--- config.mk ---
export PLATFORM = sky130hd
export DESIGN_NAME = instruction_fetch_unit
export DESIGN_NICKNAME = d
export VERILOG_FILES = /design/src/rtl/instruction_fetch_unit.sv
export SDC_FILE = /design/constraint.sdc
export NUM_CORES = 1
export LEC_CHECK = 0
export BUFFER_PORTS_ARGS = -buffer_cell sky130_fd_sc_hd__buf_4
export CORE_MARGIN = 4
export CORE_UTILIZATION = 41
export CTS_CLUSTER_DIAMETER = 100
export DETAILED_ROUTE_END_ITERATION = 7
export GPL_TIMING_DRIVEN = 0
export PLACE_DENSITY = 0.76
export SLEW_MARGIN = 20
export SYNTH_ARGS = -nofsm -noshare
export SYNTH_HDL_FRONTEND = slang
export SYNTH_SLANG_ARGS = --single-unit
--- constraint.sdc ---
create_clock -name clk -period 1.8 [get_ports clk]
set_input_delay 0.09 -clock clk [delete_from_list [all_inputs] [get_ports clk]]
set_output_delay 0.09 -clock clk [all_outputs]
set_load 0.05 [all_outputs]
--- src/rtl/instruction_fetch_unit.sv ---
// instruction_fetch_unit
// IF stage of the 5-stage MIPS pipeline. Holds the PC, drives the
// combinational instruction memory, and loads the IF/ID pipeline register.
// Handles hazard stalls and jump/branch redirects. A redirect flushes the
// wrong-path fetch by inserting a bubble.
// Optional performance counters are built when FETCH_PERF_CNT_EN is defined.
// In the default build the counter ports are tied to zero.
module instruction_fetch_unit #(
  parameter logic [31:0] RESET_PC  = 32'h00000000,
  parameter logic [31:0] NOP_INSTR = 32'h00000000,
  parameter int          CNT_WIDTH = 32
) (
  input  logic                 clk,
  input  logic                 reset,
  input  logic                 stall,
  input  logic                 branch_taken,
  input  logic [31:0]          branch_target,
  input  logic                 jump,
  input  logic [31:0]          jump_target,
  output logic [31:0]          imem_addr,
  input  logic [31:0]          imem_data,
  output logic [31:0]          if_id_instr,
  output logic [31:0]          if_id_pc_plus4,
  output logic                 if_id_valid,
  output logic [CNT_WIDTH-1:0] fetch_count,
  output logic [CNT_WIDTH-1:0] stall_count,
  output logic [CNT_WIDTH-1:0] flush_count
);

  logic [31:0] r_pc;
  logic [31:0] r_if_id_instr;
  logic [31:0] r_if_id_pc_plus4;
  logic        r_if_id_valid;

  logic [31:0] w_pc_plus4;
  logic [31:0] w_next_pc;
  logic        w_redirect;
  logic        w_capture;
  logic        w_stall_hold;

  assign w_pc_plus4   = r_pc + 32'd4;
  assign w_redirect   = jump | branch_taken;
  assign w_stall_hold = stall & ~w_redirect;
  assign w_capture    = ~w_redirect & ~stall;

  // Select the next PC: jump beats branch, and a redirect beats a stall.
  // Targets are forced to word alignment.
  always_comb begin
    w_next_pc = w_pc_plus4;
    if (jump) begin
      w_next_pc = {jump_target[31:2], 2'b00};
    end else if (branch_taken) begin
      w_next_pc = {branch_target[31:2], 2'b00};
    end else if (stall) begin
      w_next_pc = r_pc;
    end
  end

  // Update the PC and IF/ID register. Reset overrides everything.
  // A redirect flushes IF/ID, and a stall holds both the PC and IF/ID.
  always_ff @(posedge clk) begin
    if (reset) begin
      r_pc             <= RESET_PC;
      r_if_id_instr    <= NOP_INSTR;
      r_if_id_pc_plus4 <= 32'h00000000;
      r_if_id_valid    <= 1'b0;
    end else begin
      r_pc <= w_next_pc;
      if (w_redirect) begin
        r_if_id_instr    <= NOP_INSTR;
        r_if_id_pc_plus4 <= 32'h00000000;
        r_if_id_valid    <= 1'b0;
      end else if (w_capture) begin
        r_if_id_instr    <= imem_data;
        r_if_id_pc_plus4 <= w_pc_plus4;
        r_if_id_valid    <= 1'b1;
      end
    end
  end

  assign imem_addr      = r_pc;
  assign if_id_instr    = r_if_id_instr;
  assign if_id_pc_plus4 = r_if_id_pc_plus4;
  assign if_id_valid    = r_if_id_valid;

`ifdef FETCH_PERF_CNT_EN
  localparam logic [CNT_WIDTH-1:0] CNT_ONE = {{(CNT_WIDTH-1){1'b0}}, 1'b1};

  logic [CNT_WIDTH-1:0] r_fetch_count;
  logic [CNT_WIDTH-1:0] r_stall_count;
  logic [CNT_WIDTH-1:0] r_flush_count;

  // Count captures, pure stalls and redirects. All counters wrap freely.
  always_ff @(posedge clk) begin
    if (reset) begin
      r_fetch_count <= '0;
      r_stall_count <= '0;
      r_flush_count <= '0;
    end else begin
      if (w_capture)    r_fetch_count <= r_fetch_count + CNT_ONE;
      if (w_stall_hold) r_stall_count <= r_stall_count + CNT_ONE;
      if (w_redirect)   r_flush_count <= r_flush_count + CNT_ONE;
    end
  end

  assign fetch_count = r_fetch_count;
  assign stall_count = r_stall_count;
  assign flush_count = r_flush_count;
`else
  assign fetch_count = '0;
  assign stall_count = '0;
  assign flush_count = '0;
`endif

endmodule

==> metrics.yaml <==
power_density_nw_per_um2: 709
timing.max_cap.violations: 0
routed_wire_length_per_instance_um: 17.4
post-route-min-period_ps: 1810
post_synthesis_cells: 656
globalRouteOverflowTotal: 0
top_area_cells_in_the_synthesized_netlist: "sky130_fd_sc_hd__dfxtp_1, sky130_fd_sc_hd__buf_4, sky130_fd_sc_hd__mux2i_1"
maximum_number_of_pins_on_one_net_before_global_route_repair: 20
result_of_the_run: "finished with violations"
tritoncts: "yes"
postLayoutSetupSlackWorst_ps: -6.96
design.final.nets: 1122
final_hold_viol_count: 0
wire_length_of_the_first_global_routing_pass_mm: 30.2
routed_wl_mm: 20.8
route.detailed.drc: 0
clock_tree.root_cell: "sky130_fd_sc_hd__clkbuf_16"
timing.final.setup_violations: 2
critical_path.max_fanout: 10
portBuffers: 187
critical_path.endpoint_type: "register"
final-max-slew-violation-count: 0
fp.dieArea_um2: 15200
first_global_vias: 5705
drtAntennaViolNets: 0
worst_ep_arrival_time_ps: 2060
syn2layout_area_growth_pct: 56.8
postSynthRegisterBits: 93
cts.sinks: 93
async_reset_ff_share_pct: 0
slew_at_the_pin_with_the_worst_max_slew_slack_ps: 832
syn_area_per_cell_um2: 8.30
clock_path_buffers: 2
clkLatencyLatePin_ps: 360
violations_in_the_final_reports: "setup timing"
die_height_um: 123
drt-pass1-iter-count: 5
timing.final.crit_share_pct: 100
synth_enable_flop_cells: 0
rows: 41
rsz0062_at_grt: "yes"
vdd_ir_drop_max_uv: 623
clkTransAtPathRegs_ps: 80
crit_required_ps: 2050
synth_ff_type: "sky130_fd_sc_hd__dfxtp_1"
tritoncts.num_buffers: 9
layout-drive-gt1-share_pct: 39.0
routabilityCongestion: 0.936
core_area_um2: 12800
via_count: 6016
die_width_um: 123
max_freq_mhz: 553
power_leakage_uw: 0.00415
vias_per_std_cell: 5.03
synthesis.yosys.warnings: 0
synth_top_area_share_pct: 34.2
design.portCount: 294
htreeDepth: 3
grt_antenna_before_repair: 0
finalClockSkew_ps: 7.98
post_synth_instance_area_um2: 5440
worstHoldPathType: "in2reg"
synth_cell_type_count: 62
worst-setup-path-type: "in2reg"
antenna-diode-count: 0
dp_hpwl_mm: 15.0
start_util_pct: 42.4
synth-seq-area-share_pct: 34.2
power.total_uw: 6050
detail_route.iter0.violations: 381
total_global_route_track_usage_pct: 26.1
netlist.top_cell.by_area: "sky130_fd_sc_hd__dfxtp_1"
timing.critical_path.from_type: "primary input"
final_util_pct: 66.5
max-slew-margin-rel_pct: 43.9
[timing repair]
| action | 4_1_cts | 5_1_grt |
|---|---|---|
| endpoints found under the setup margin | 28 | 65 |
| buffers inserted | 12 | 26 |
| gates cloned | 0 | 0 |
| hold buffers | 36 | 0 |
| pin swaps | 10 | 17 |
| endpoints found under the hold margin | 35 | 0 |
| resized for setup | 9 | 24 |
[power by group]
group	leakage, uW	switching, uW	internal, uW	total (uW)
Clock	0.000145	966	989	1950
Sequential	0.000772	119	2130	2250
Combinational	0.00323	1190	654	1840
[final timing paths]
| check | from | to | slack, ps | depth (start not counted) |
|---|---|---|---|---|
| worst max-delay path | branch_taken | imem_addr[29] | -7 | 7 |
| worst min register to register | if_id_pc_plus4[9] | if_id_pc_plus4[9] | 460 | 2 |
| worst max register to register | imem_addr[5] | imem_addr[21] | 0 | 8 |
| worst min-delay path | branch_target[6] | imem_addr[6] | 20 | 3 |
[layer usage]
metal	GRT usage (%)	vias to the layer above	share of wire [%]
li1	-	2857	-
met1	29.7	2744	37
met2	43.7	361	48
met3	9.79	54	12
met4	11.0	0	3.4
met5	0	-	0
[layout make-up]
class	instances	area (um2)
Fill cell	1105	4290
Multi-Input combinational cell	504	3060
Timing Repair Buffer	261	2060
Sequential cell	93	1930
Buffer	138	917
Clock buffer	9	225
Tap cell	172	215
Clock inverter	7	75.1
Inverter	13	48.8
[state kept, by name, indices dropped and copies added, names as in the netlist]
register / cells
if_id_instr: 32
if_id_pc_plus4: 30
if_id_valid: 1
imem_addr: 30
[critical path: stages]
cell and delay (ps):
sky130_fd_sc_hd__buf_4 100, sky130_fd_sc_hd__clkbuf_1 410, sky130_fd_sc_hd__clkbuf_1 500, sky130_fd_sc_hd__nand2_1 410, sky130_fd_sc_hd__o22ai_1 280, sky130_fd_sc_hd__nor2_1 100, sky130_fd_sc_hd__o211a_1 160
[synthesized netlist by cell type, types with 4 or more instances]
cell type,count
sky130_fd_sc_hd__buf_4,100
sky130_fd_sc_hd__nor4_1,4
sky130_fd_sc_hd__nand3_1,15
sky130_fd_sc_hd__o211ai_1,4
sky130_fd_sc_hd__o21a_1,5
sky130_fd_sc_hd__nand2_1,30
sky130_fd_sc_hd__mux2i_1,42
sky130_fd_sc_hd__a22oi_1,9
sky130_fd_sc_hd__a211oi_1,10
sky130_fd_sc_hd__xnor2_1,14
sky130_fd_sc_hd__buf_2,9
sky130_fd_sc_hd__o21ai_0,31
sky130_fd_sc_hd__buf_1,4
sky130_fd_sc_hd__inv_1,10
sky130_fd_sc_hd__a21oi_1,47
sky130_fd_sc_hd__nor2_1,72
sky130_fd_sc_hd__and3_1,4
sky130_fd_sc_hd__nor3_1,13
sky130_fd_sc_hd__clkbuf_1,31
sky130_fd_sc_hd__and4_1,5
sky130_fd_sc_hd__nand4_1,16
sky130_fd_sc_hd__o22ai_1,9
sky130_fd_sc_hd__xor2_1,16
sky130_fd_sc_hd__a31oi_1,6
sky130_fd_sc_hd__dfxtp_1,93
sky130_fd_sc_hd__o211a_1,4
[placed cells by master, fill, tap and decap left out, drive strengths merged, types with 3 or more instances in the layout]
master / instances
clkbuf: 42
nand2: 30
o211ai: 4
a21oi: 47
nor4: 6
conb: 100
a221oi: 3
a211oi: 11
o21a: 5
inv: 16
mux2i: 42
xnor2: 14
buf: 330
o221ai: 3
a31oi: 6
and4: 5
nor2: 72
nand4: 17
nand3: 17
nor2b: 3
o21ai: 32
dfxtp: 93
and3: 4
o211a: 4
a22oi: 9
clkinv: 3
nand2b: 3
o22ai: 9
nor3: 14
dlygate4sd3: 36
xor2: 16
[cells by family (layout without fill, tap and decap cells)]
kind of cell	count (synthesis)	count (layout)	synth area share [%]
adders and majority gates	1	1	0.230
other	1	100	0.0689
buffers and inverters	158	428	18.1
xor gates and xnor gates	30	30	4.83
AOI/OAI and AO/OA	149	149	17.5
and+or+nand+nor	180	180	16.9
DFF	93	93	34.2
muxes	44	44	8.14
[through the flow]
stage               TNS (ps)  setup WS [ps]  instances  instance area [um2]  hold slack [ps]
global placement      -19830           -526       1114                 7550              315
detailed placement    -20690           -497       1114                 7550              318
finish                 -8.63          -6.96       1197                 8530             15.6
floorplan               -348           -119        755                 5930              173
CTS                    -86.4          -57.5       1174                 8300             11.8
global route            -214          -71.9       1197                 8530             29.0
No activity file was read; power rests on OpenSTA's default activity.
